<file path="src/rtl/ppu_vram_arbiter_if.sv">
// Bundle of render-fetch, CPU $2007 and VRAM signals around the PPU VRAM arbiter.
// slave = arbiter side; master = the surrounding PPU blocks and memory.
interface ppu_vram_arbiter_if;
    logic        render_req;
    logic [13:0] render_addr;
    logic        addr_load;
    logic [13:0] addr_data;
    logic        inc_32;
    logic        cpu_req;
    logic        cpu_we;
    logic [7:0]  cpu_wdata;
    logic [5:0]  pal_rdata;
    logic [7:0]  vram_rdata;
    logic [7:0]  cpu_rdata;
    logic        cpu_busy;
    logic        overrun;
    logic [13:0] ptr;
    logic [13:0] vram_addr;
    logic [7:0]  vram_wdata;
    logic        vram_we;
    logic        cpu_grant;

    modport slave (
        input  render_req, render_addr, addr_load, addr_data, inc_32,
               cpu_req, cpu_we, cpu_wdata, pal_rdata, vram_rdata,
        output cpu_rdata, cpu_busy, overrun, ptr, vram_addr, vram_wdata,
               vram_we, cpu_grant
    );

    modport master (
        output render_req, render_addr, addr_load, addr_data, inc_32,
               cpu_req, cpu_we, cpu_wdata, pal_rdata, vram_rdata,
        input  cpu_rdata, cpu_busy, overrun, ptr, vram_addr, vram_wdata,
               vram_we, cpu_grant
    );
endinterface

</file>
<file path="src/rtl/ppu_vram_arbiter.sv">
// Shares the VRAM port between render fetch and CPU $2007 accesses; owns the VRAM pointer and read buffer.
// Latency: write issues 2 cycles after cpu_req, read buffer refreshed after 4; each render_req cycle in PEND adds one.
// Backpressure: none to the CPU; a cpu_req while busy is dropped and sets sticky overrun. Option: PPU_ARB_PAL_BYPASS_EN.
module ppu_vram_arbiter (
    input  logic               clock,
    input  logic               reset,
    ppu_vram_arbiter_if.slave  bus
);
    typedef enum logic [1:0] {
        IDLE   = 2'd0,
        PEND   = 2'd1,
        ACCESS = 2'd2,
        FILL   = 2'd3
    } state_t;

    state_t      state;
    state_t      state_nxt;

    logic        op_we;
    logic [7:0]  op_wdata;
    logic [13:0] op_addr;
    logic [13:0] ptr_q;
    logic [7:0]  read_buf;
    logic        overrun_q;

    logic        accept;
    logic        cpu_grant;
    logic [13:0] ptr_inc;
    logic [13:0] fetch_addr;
    logic [7:0]  cpu_rdata;

    assign accept    = (state == IDLE) && bus.cpu_req;
    assign cpu_grant = (state == ACCESS);
    // 14-bit add wraps naturally at the top of the VRAM space
    assign ptr_inc   = ptr_q + (bus.inc_32 ? 14'd32 : 14'd1);

    always_ff @(posedge clock) begin
        if (reset) begin
            state <= IDLE;
        end else begin
            state <= state_nxt;
        end
    end

    always_comb begin
        state_nxt = state;
        case (state)
            IDLE:    if (bus.cpu_req)     state_nxt = PEND;
            PEND:    if (!bus.render_req) state_nxt = ACCESS;
            ACCESS:  state_nxt = op_we ? IDLE : FILL;
            FILL:    state_nxt = IDLE;
            default: state_nxt = IDLE;
        endcase
    end

    always_ff @(posedge clock) begin
        if (reset) begin
            op_we     <= 1'b0;
            op_wdata  <= 8'h00;
            op_addr   <= 14'h0000;
            ptr_q     <= 14'h0000;
            read_buf  <= 8'h00;
            overrun_q <= 1'b0;
        end else begin
            if (accept) begin
                op_we    <= bus.cpu_we;
                op_wdata <= bus.cpu_wdata;
                op_addr  <= bus.addr_load ? bus.addr_data : ptr_q;
            end
            // a $2006 reload beats the post-increment on the same edge
            if (bus.addr_load) begin
                ptr_q <= bus.addr_data;
            end else if (state == ACCESS) begin
                ptr_q <= ptr_inc;
            end
            if (state == FILL) begin
                read_buf <= bus.vram_rdata;
            end
            if (bus.cpu_req && (state != IDLE)) begin
                overrun_q <= 1'b1;
            end
        end
    end

`ifdef PPU_ARB_PAL_BYPASS_EN
    // palette reads answer immediately; the buffer refills from the nametable mirror underneath
    always_comb begin
        fetch_addr = op_addr;
        if (!op_we && (op_addr >= 14'h3F00)) begin
            fetch_addr = op_addr - 14'h1000;
        end
        cpu_rdata = read_buf;
        if (ptr_q >= 14'h3F00) begin
            cpu_rdata = {2'b00, bus.pal_rdata};
        end
    end
`else
    logic unused_pal;
    assign unused_pal = ^bus.pal_rdata;

    always_comb begin
        fetch_addr = op_addr;
        cpu_rdata  = read_buf;
    end
`endif

    assign bus.cpu_grant  = cpu_grant;
    assign bus.vram_addr  = cpu_grant ? fetch_addr : bus.render_addr;
    assign bus.vram_we    = cpu_grant && op_we;
    assign bus.vram_wdata = cpu_grant ? op_wdata : 8'h00;
    assign bus.cpu_rdata  = cpu_rdata;
    assign bus.cpu_busy   = (state != IDLE);
    assign bus.overrun    = overrun_q;
    assign bus.ptr        = ptr_q;
endmodule

</file>
<file path="src/flat_wrapper.sv">
// flat-port wrapper written by rule: the top's interface ports become plain ports
module ppu_vram_arbiter_flat 
  (clock, reset, bus_render_req, bus_render_addr, bus_addr_load, bus_addr_data, bus_inc_32, bus_cpu_req, bus_cpu_we, bus_cpu_wdata, bus_pal_rdata, bus_vram_rdata, bus_cpu_rdata, bus_cpu_busy, bus_overrun, bus_ptr, bus_vram_addr, bus_vram_wdata, bus_vram_we, bus_cpu_grant);
  ppu_vram_arbiter_if bus_i ();
  input  logic clock;
  input  logic reset;
  input wire logic [$bits(bus_i.render_req)-1:0] bus_render_req;
  input wire logic [$bits(bus_i.render_addr)-1:0] bus_render_addr;
  input wire logic [$bits(bus_i.addr_load)-1:0] bus_addr_load;
  input wire logic [$bits(bus_i.addr_data)-1:0] bus_addr_data;
  input wire logic [$bits(bus_i.inc_32)-1:0] bus_inc_32;
  input wire logic [$bits(bus_i.cpu_req)-1:0] bus_cpu_req;
  input wire logic [$bits(bus_i.cpu_we)-1:0] bus_cpu_we;
  input wire logic [$bits(bus_i.cpu_wdata)-1:0] bus_cpu_wdata;
  input wire logic [$bits(bus_i.pal_rdata)-1:0] bus_pal_rdata;
  input wire logic [$bits(bus_i.vram_rdata)-1:0] bus_vram_rdata;
  output wire logic [$bits(bus_i.cpu_rdata)-1:0] bus_cpu_rdata;
  output wire logic [$bits(bus_i.cpu_busy)-1:0] bus_cpu_busy;
  output wire logic [$bits(bus_i.overrun)-1:0] bus_overrun;
  output wire logic [$bits(bus_i.ptr)-1:0] bus_ptr;
  output wire logic [$bits(bus_i.vram_addr)-1:0] bus_vram_addr;
  output wire logic [$bits(bus_i.vram_wdata)-1:0] bus_vram_wdata;
  output wire logic [$bits(bus_i.vram_we)-1:0] bus_vram_we;
  output wire logic [$bits(bus_i.cpu_grant)-1:0] bus_cpu_grant;
  assign bus_i.render_req = bus_render_req;
  assign bus_i.render_addr = bus_render_addr;
  assign bus_i.addr_load = bus_addr_load;
  assign bus_i.addr_data = bus_addr_data;
  assign bus_i.inc_32 = bus_inc_32;
  assign bus_i.cpu_req = bus_cpu_req;
  assign bus_i.cpu_we = bus_cpu_we;
  assign bus_i.cpu_wdata = bus_cpu_wdata;
  assign bus_i.pal_rdata = bus_pal_rdata;
  assign bus_i.vram_rdata = bus_vram_rdata;
  assign bus_cpu_rdata = bus_i.cpu_rdata;
  assign bus_cpu_busy = bus_i.cpu_busy;
  assign bus_overrun = bus_i.overrun;
  assign bus_ptr = bus_i.ptr;
  assign bus_vram_addr = bus_i.vram_addr;
  assign bus_vram_wdata = bus_i.vram_wdata;
  assign bus_vram_we = bus_i.vram_we;
  assign bus_cpu_grant = bus_i.cpu_grant;
  ppu_vram_arbiter u_core (.clock(clock), .reset(reset), .bus(bus_i));
endmodule
</file>
<file path="config.mk">
export PLATFORM = sky130hd
export DESIGN_NAME = ppu_vram_arbiter_flat
export DESIGN_NICKNAME = d
export VERILOG_FILES = /design/src/rtl/ppu_vram_arbiter_if.sv /design/src/rtl/ppu_vram_arbiter.sv /design/src/flat_wrapper.sv
export SDC_FILE = /design/constraint.sdc
export NUM_CORES = 1
export LEC_CHECK = 0
export BUFFER_PORTS_ARGS = -buffer_cell sky130_fd_sc_hd__buf_2
export CELL_PAD_IN_SITES_DETAIL_PLACEMENT = 1
export CELL_PAD_IN_SITES_GLOBAL_PLACEMENT = 2
export CORE_MARGIN = 2
export CORE_UTILIZATION = 22
export CTS_CLUSTER_DIAMETER = 80
export DETAILED_ROUTE_END_ITERATION = 8
export PLACE_DENSITY = 0.79
export REMOVE_ABC_BUFFERS = 1
export SKIP_LAST_GASP = 1
export SLEW_MARGIN = 5
export SYNTH_ARGS = -nofsm -noshare
export SYNTH_HDL_FRONTEND = slang
export SYNTH_SLANG_ARGS = --single-unit
export TNS_END_PERCENT = 1
</file>
<file path="constraint.sdc">
create_clock -name clock -period 1.6 [get_ports clock]
set_input_delay 0.16 -clock clock [delete_from_list [all_inputs] [get_ports clock]]
set_output_delay 0.16 -clock clock [all_outputs]
set_load 0.02 [all_outputs]
</file>
After elaboration in Yosys (flattened, before gate mapping). Index checks and enable logic that the tools add are counted.

Word-level logic and storage cells: 30. Register bits: 48. Output and inout bits: 48.

Equal/unequal tests: 5. Mux-type cells: 10. Reductions and logical operators: 7. Add/subtract/negate cells: 1.

Operators with widths (number): $mux 14 (4); $add 14x14->14 (1); $mux 8 (1); $pmux 2 s4 (1); $mux 2 (3); $mux 6 (1); $eq 2x2->1 const B (2); $ne 2x2->1 const B (2); $reduce_bool 2->1 (2); $logic_and 1x1->1 (3); $eq 2x1->1 const B (1); $logic_not 2->1 (1); $reduce_and 2->1 (1).

Logic depth before layout (Yosys ltp). Gate-level depths: netlist (run 1).

Word-level depth: 4. Mapped depth: 7.

Worst setup path after synthesis (run 1). Ideal clock, no wire load.

Path type: register to register. Start point: register u_core.ptr_q[5], in the netlist u_core.bus.ptr[5]. End point: register u_core.ptr_q[7], in the netlist u_core.bus.ptr[7]. Setup time: 0.091 ns. Clock period less this slack: 1.729 ns. Stages on the path, launching flop included: 6. Setup slack: -0.129 ns. Arrival: 1.638 ns. Required time: 1.509 ns. Path through: dfxtp_1 > ha_1 > and3_1 > a21oi_1 > o21ai_0 > a311oi_1.

Longest elaborated chain between the ends: 3.

RTL lines: start, declared (RTL line ppu_vram_arbiter.sv:22) `logic [13:0] ptr_q;`; start signal, assigned (RTL line ppu_vram_arbiter.sv:72) `ptr_q <= bus.addr_data;`; start signal, assigned (RTL line ppu_vram_arbiter.sv:74) `ptr_q <= ptr_inc;`; $add 14x14->14 (RTL line ppu_vram_arbiter.sv:35) `assign ptr_inc = ptr_q + (bus.inc_32 ? 14'd32 : 14'd1);`; $mux 14 (RTL line ppu_vram_arbiter.sv:73) `end else if (state == ACCESS) begin`; $mux 14 (RTL line ppu_vram_arbiter.sv:71) `if (bus.addr_load) begin`.

Every way passes these cells. The select of a mux whose other input is x is not followed. A chain may end at the register's enable or synchronous reset.

Final worst setup path (run 1). Same ends and word-level chain as after synthesis.

==> flow_summary.json, run 1 <==
{
  "die_height_um": 107.4,
  "power.static_leakage_nw": 1.557,
  "grt_max_degree": 28,
  "numPlacedInstances": 559,
  "arrival_ps": 1900,
  "final_max_slew_viol_count": 0,
  "criticalPathCategory": "reg -> reg",
  "post_cts_hold_buffer_count": 0,
  "gr-usage-all-layers": 0.1373,
  "critPathSlowestCell": "or3_1",
  "postRouteAntennaNets": 0,
  "critical_path_cell_sequence": "ha_4 > and3_4 > buf_4 > a21oi_4 > or3_1 > a311oi_1",
  "postLayoutSetupSlackWorst_ps": -77.27,
  "cts_tree": "built",
  "design.portCount": 105,
  "detailedRoute.firstPassIterationCount": 4,
  "floorplan.core_area_um2": 10370,
  "die-width_um": 107.4,
  "synth.ff_latch_count": 48,
  "fraction_of_layout_instances_using_a_drive_strength_above_1": 0.3356,
  "synth-async-reset-ratio": 0,
  "post_layout_nonfiller_instances": 568,
  "num_antenna_cells": 0,
  "fp-row-count": 37,
  "routedLengthMet1_um": 3420,
  "ys_types": 36,
  "syn-mean-instance-area_um2": 7.440,
  "syn-cell-area_um2": 2351,
  "critPathMaxFanout": 8,
  "placement.io_buffers": 98,
  "globalRoute.totalOverflow": 0,
  "clock-root-buffer": "clkbuf_8",
  "netlist_instances": 316,
  "finalCritPeriodShare": 1.048,
  "grt_antenna_before_repair": 0,
  "clock.fmax_mhz": 596.2,
  "critical-path-top-delay-family": "simple AND/OR/NAND/NOR gates",
  "fill_cells": 1314,
  "detailroute.via_count": 2590,
  "powerDensity_nw_per_um2": 914.6,
  "failed_checks": "negative setup slack",
  "initial_core_util": 0.2267,
  "grt_setup_unrepaired": "true",
  "grt_pass1_wl_um": 12720,
  "worst_slew_margin": 0.7413,
  "clk_path_buf_depth": 2,
  "drt_iter0_drc": 49,
  "cts-buffers-inserted": 5,
  "min-delay-path-class": "in -> reg",
  "clock_skew_ps": 7.919,
  "yosysSeqAreaShare": 0.4087,
  "cp_slowest_stage_delay_ps": 370,
  "timing.critical_path.to_type": "flip-flop",
  "post_drt_wl_per_cell_um": 13.58,
  "path_buf_inv": 1,
  "highest_layer": "met4",
  "kind_of_start_point_of_the_critical_path": "flip-flop",
  "detailroute.wirelength.met3_um": 507,
  "run_status": "finished with violations",
  "area.growth.synth_to_final_pct": 42.74,
  "final_stage_net_count": 491,
  "timing.setup.tns_ps": -331.7,
  "place.gp.congestion": 0.7333,
  "fin_hold_ws_ps": 72.42,
  "setup_viol": 8,
  "vdd_ir_drop_max_mv": 0.3270,
  "die_area_um2": 11530,
  "worst_skew_pair.late_latency_ps": 310,
  "cap_violations": 0,
  "post-route-min-period_ps": 1677,
  "drc": 0,
  "timing.critical_path.required_ps": 1820,
  "dp_hpwl_um": 5778,
  "synth-edff-count": 0,
  "synthFlopType": "dfxtp_1",
  "first_global_vias": 2657,
  "postLayoutCoreUtil": 0.3236,
  "avgViaCountPerCell": 4.560,
  "met2_wirelength_um": 3733,
  "h-tree-depth": 2,
  "routed_wl_um": 7711,
  "synth.yosys.warnings": 0,
  "cts.clk_slew.worst_paths_ps": 100,
  "measured_slew_at_the_worst_slew_check_pin_ps": 388.1,
  "clk_sinks": 48,
  "final_hold_vios": 0,
  "ff2ff_setup_slack_ps": -80
}
state kept, by name (all words and copies together) (netlist names):
register / flops
u_core.bus.overrun: 1
u_core.bus.ptr: 14
u_core.fetch_addr: 14
u_core.bus.cpu_rdata: 8
u_core.state: 2
u_core.op_wdata: 8
u_core.op_we: 1
kinds of logic (layout without fill, tap and decap cells):
logic type               count (synthesis)  count (layout)  share of synthesized area
adder cells (fa/ha/maj)                  3               3                    0.01597
flip-flops                              48              48                     0.4087
multiplexers                             9               9                    0.03885
AND/OR/NAND/NOR                        164             164                     0.3092
AO/OA/AOI/OAI                           59              59                     0.1671
XOR/XNOR                                 3               3                    0.01118
buffers and inverters                   30             146                    0.04896
cell type report:
cell class | instances | area [um^2] | area share
timing repair buffer | 129 | 748.2 | 0.2230
clock inverter | 3 | 68.82 | 0.02051
inverter | 9 | 33.78 | 0.01007
multi-input combinational | 238 | 1304 | 0.3885
clock buffer | 5 | 68.82 | 0.02051
sequential | 48 | 962.2 | 0.2867
tap | 136 | 170.2 | 0.05071
cell usage after synthesis (all sizes together), types with 3 or more instances:
cell type | instances | share of area
a211oi | 9 | 0.029
a21oi | 24 | 0.051
a311oi | 12 | 0.045
and2 | 10 | 0.027
buf | 3 | 0.0059
clkbuf | 18 | 0.029
dfxtp | 48 | 0.41
ha | 3 | 0.016
inv | 9 | 0.014
mux2i | 8 | 0.034
nand2 | 92 | 0.15
nand3 | 9 | 0.019
nand4 | 3 | 0.0080
nor2 | 30 | 0.048
nor4 | 4 | 0.011
o21ai | 4 | 0.0085
o31a | 6 | 0.022
or3 | 5 | 0.015
worst paths after layout:
check	startpoint	endpoint	cells after the start
worst min-delay path	bus_cpu_wdata[7]	u_core.op_wdata[7]$_SDFFE_PP0P_	3
worst min register to register	u_core.op_wdata[3]$_SDFFE_PP0P_	u_core.op_wdata[3]$_SDFFE_PP0P_	2
worst max-delay path	u_core.bus.ptr[5]$_SDFFE_PP0P_	u_core.bus.ptr[7]$_SDFFE_PP0P_	6
worst max register to register	u_core.bus.ptr[5]$_SDFFE_PP0P_	u_core.bus.ptr[7]$_SDFFE_PP0P_	6
report_power, final:
group / switching [W] / internal, W / leakage, nW
sequential: 0.0000493 / 0.00128 / 0.396
clock: 0.000465 / 0.000630 / 0.0687
combinational: 0.000378 / 0.000268 / 1.09
worst min-delay path: cells and delay by family:
kind                   cells  cell delay [ps]
AOI/OAI and AO/OA          1               50
and+or+nand+nor            1               50
buffers and inverters      1              100
placed cells by master (no fill, tap or decap), types with 2 or more instances in the layout:
cell type / n
buf_4: 29
nand3_1: 9
nor4_1: 4
nor2_1: 30
mux2i_1: 8
o31a_1: 6
a31oi_1: 2
inv_1: 8
nand2_1: 92
bufinv_16: 2
ha_1: 2
and2_1: 10
xor2_1: 2
clkbuf_8: 5
buf_12: 2
a311oi_1: 12
or3_1: 4
a211oi_1: 9
o21ai_0: 4
a21oi_1: 23
nand4_1: 3
dfxtp_1: 47
buf_2: 98
stage by stage:
step                cell area, um^2  worst slack [ps]  power [W]
floorplan                      2270            -496.4   0.001676
CTS                            3341            -93.32   0.003104
global placement               3181            -60.15   0.001983
detailed placement             3181            -141.4   0.002003
global route                   3356            -158.4   0.003235
finish                         3356            -77.27   0.003069
timing repair:
| item | in CTS | in global routing |
|---|---|---|
| buffers inserted | 1 | 1 |
| pin swaps | 4 | 3 |
| gates resized for setup | 4 | 2 |
| setup endpoints to repair | 31 | 43 |
layer usage:
metal,vias up,global-route usage
li1,1310,-
met1,1211,0.1663
met2,65,0.2428
met3,4,0.03692
met4,0,0.03022
met5,-,0
No activity file was read; power rests on OpenSTA's default activity.
==> inputs of run 2 (changes only) <==
Settings changed: ABC_AREA set to 1, CORE_UTILIZATION 22 to 23, PLACE_DENSITY 0.79 to 0.81.
==> run 2 against run 1 <==
The run now ends clean. Sequential power is 3% higher. Cell count is 8.5% higher. Clock skew is 1.8 ps lower. Synthesized cell count is 19% higher. Combinational power is 9.1% higher. Die area is 5.7% higher. Largest cell class unchanged. Highest routed layer unchanged.
==> flow_summary.json, run 2 <==
{
  "layout.cells.most_common": "buf_2",
  "routed_wl_um": 8310,
  "cts.clk_slew.worst_paths_ps": 70,
  "gr-usage-all-layers": 0.1387,
  "yosysTopAreaCellShare": 0.3692,
  "final_hold_vios": 0,
  "timing.critical_path.to_type": "output pin",
  "detailedRoute.firstPassIterationCount": 4,
  "synth.most_common_cell": "nand2_1",
  "criticalPathCategory": "reg -> out",
  "powerDensity_nw_per_um2": 920.0,
  "worst_skew_pair.late_latency_ps": 280,
  "mostFrequentLayoutCells": "buf_2, nand2_1, dfxtp_1",
  "layout.area.seq_um2": 964.7,
  "timing.setup.tns_ps": 0,
  "final_area_um2": 3452,
  "floorplan.core_area_um2": 10940,
  "post_synth_main_area_contributors": "dfxtp_1, nand2_1, nor2_1",
  "final_stage_net_count": 535,
  "first_global_vias": 2750,
  "min-delay-path-class": "in -> reg",
  "netlist.top_cell.by_area": "dfxtp_1",
  "synthFlopType": "dfxtp_1",
  "fill_cells": 1417,
  "grt_setup_unrepaired": "true",
  "clock_skew_ps": 6.141,
  "arrival_ps": 1340,
  "clock.fmax_mhz": 665.6,
  "total_power_w": 0.003176,
  "clk_path_buf_depth": 2,
  "grt_max_degree": 38,
  "worst_slew_margin": 0.7751,
  "design.portCount": 105,
  "finalCritPeriodShare": 0.9390,
  "setup_viol": 0,
  "synth.ff_latch_count": 48,
  "initial_core_util": 0.2380,
  "cap_violations": 0,
  "die-width_um": 110.4,
  "power.static_leakage_nw": 1.615,
  "fin_hold_ws_ps": 126.9,
  "h-tree-depth": 2,
  "met2_wirelength_um": 4094,
  "clk_sinks": 48,
  "drt_iter0_drc": 132,
  "post-route-min-period_ps": 1502,
  "detailroute.via_count": 2765,
  "multi_input_area_um2": 1390,
  "place.gp.congestion": 0.7454,
  "ys_types": 38,
  "grt_antenna_before_repair": 0,
  "run_status": "finished, final reports clean",
  "placement.io_buffers": 98,
  "syn-mean-instance-area_um2": 6.940,
  "netlist_instances": 375,
  "avgViaCountPerCell": 4.489,
  "synthTopCellsByCount": "nand2_1, dfxtp_1, nor2_1",
  "cts-buffers-inserted": 5,
  "detailroute.wirelength.met3_um": 430,
  "cts_tree": "built",
  "post_cts_hold_buffer_count": 0,
  "grt_pass1_wl_um": 13320,
  "clock-root-buffer": "clkbuf_16",
  "critPathMaxFanout": 7,
  "num_antenna_cells": 0,
  "area.growth.synth_to_final_pct": 32.64,
  "timing.critical_path.required_ps": 1440,
  "highest_layer": "met4",
  "routedLengthMet1_um": 3756,
  "fraction_of_layout_instances_using_a_drive_strength_above_1": 0.3361,
  "kind_of_start_point_of_the_critical_path": "flip-flop",
  "postPlaceCellArea_um2": 3237,
  "synth-edff-count": 0,
  "synth-async-reset-ratio": 0,
  "postRouteAntennaNets": 0,
  "drc": 0,
  "die_height_um": 110.4,
  "syn-cell-area_um2": 2602,
  "post_drt_wl_per_cell_um": 13.49,
  "vdd_ir_drop_max_mv": 0.3959,
  "die_area_um2": 12180,
  "synth.yosys.warnings": 0,
  "globalRoute.totalOverflow": 0,
  "yosysSeqAreaShare": 0.3692,
  "final_max_slew_viol_count": 0,
  "measured_slew_at_the_worst_slew_check_pin_ps": 336.9,
  "fp-row-count": 38,
  "dp_hpwl_um": 6404
}
## run 2: cell count changes in the layout (fill, tap and decap cells not counted), moves of 7 or more
cell	previous run	this run
nor2_1	30	45
and2_1	10	0
o21ai_0	4	33
buf_4	29	7
a311oi_1	12	0
inv_2	1	8
a211oi_1	9	1
a31oi_1	2	13
mux2i_1	8	0
inv_1	8	31
## run 2: routing by layer
metal	up-vias	GRT usage
met4	0	0.02411
met2	66	0.2498
li1	1413	-
met1	1284	0.1758
met5	-	0
met3	2	0.02234
## run 2: worst paths after layout
path | to | slack, ps | startpoint | depth (start not counted)
worst min register to register | u_core.op_wdata[0]$_SDFFE_PP0P_ | 460 | u_core.op_wdata[0]$_SDFFE_PP0P_ | 2
worst max register to register | u_core.bus.ptr[12]$_SDFFE_PP0P_ | 140 | u_core.bus.ptr[5]$_SDFFE_PP0P_ | 10
worst min-delay path | u_core.bus.cpu_rdata[1]$_SDFFE_PP0N_ | 130 | bus_vram_rdata[1] | 3
worst max-delay path | bus_vram_addr[1] | 100 | u_core.state[0]$_SDFFE_PP0P_ | 7
## run 2: kinds of logic after synthesis
logic type,synth area share
and+or+nand+nor,0.2928
adders and majority gates,0.01442
buffers and inverters,0.1053
AOI/OAI and AO/OA,0.2115
xor gates and xnor gates,0.006732
DFF,0.3692
## run 2: worst max-delay path: stages, from the launching register on
cell and delay [ps]:
dfxtp_4 360, inv_2 60, nand2_4 90, clkinvlp_4 110, buf_4 170, nand2_1 60, nand2_1 40, buf_2 150
## run 2: where the power goes
| group | switching (W) | total (W) | internal (W) | leakage (nW) |
|---|---|---|---|---|
| logic | 0.000440 | 0.000705 | 0.000265 | 1.15 |
| clock network | 0.000474 | 0.00110 | 0.000623 | 0.0691 |
| registers | 0.0000773 | 0.00137 | 0.00130 | 0.396 |
## run 2: cell type report
type	count	share of cell area
Clock buffer	6	0.04023
Clock inverter	2	0.004349
Inverter	40	0.04458
Multi-Input combinational cell	271	0.4027
Sequential cell	48	0.2794
Tap cell	140	0.05074
Timing Repair Buffer	109	0.1780
## run 2: stage by stage
step | instances | worst slack (ps) | util
global placement | 606 | 83.32 | 0.2960
finish | 616 | 97.66 | 0.3157
global route | 616 | -9.042 | 0.3157
floorplan | 359 | 38.79 | -
detailed placement | 606 | 47.20 | 0.2960
CTS | 616 | 25.63 | 0.3129
## run 2: repair_timing
action	in CTS	in global routing
setup buffers	2	0
endpoints found under the setup margin	15	20
gates resized for setup	1	7
pin swaps	0	1
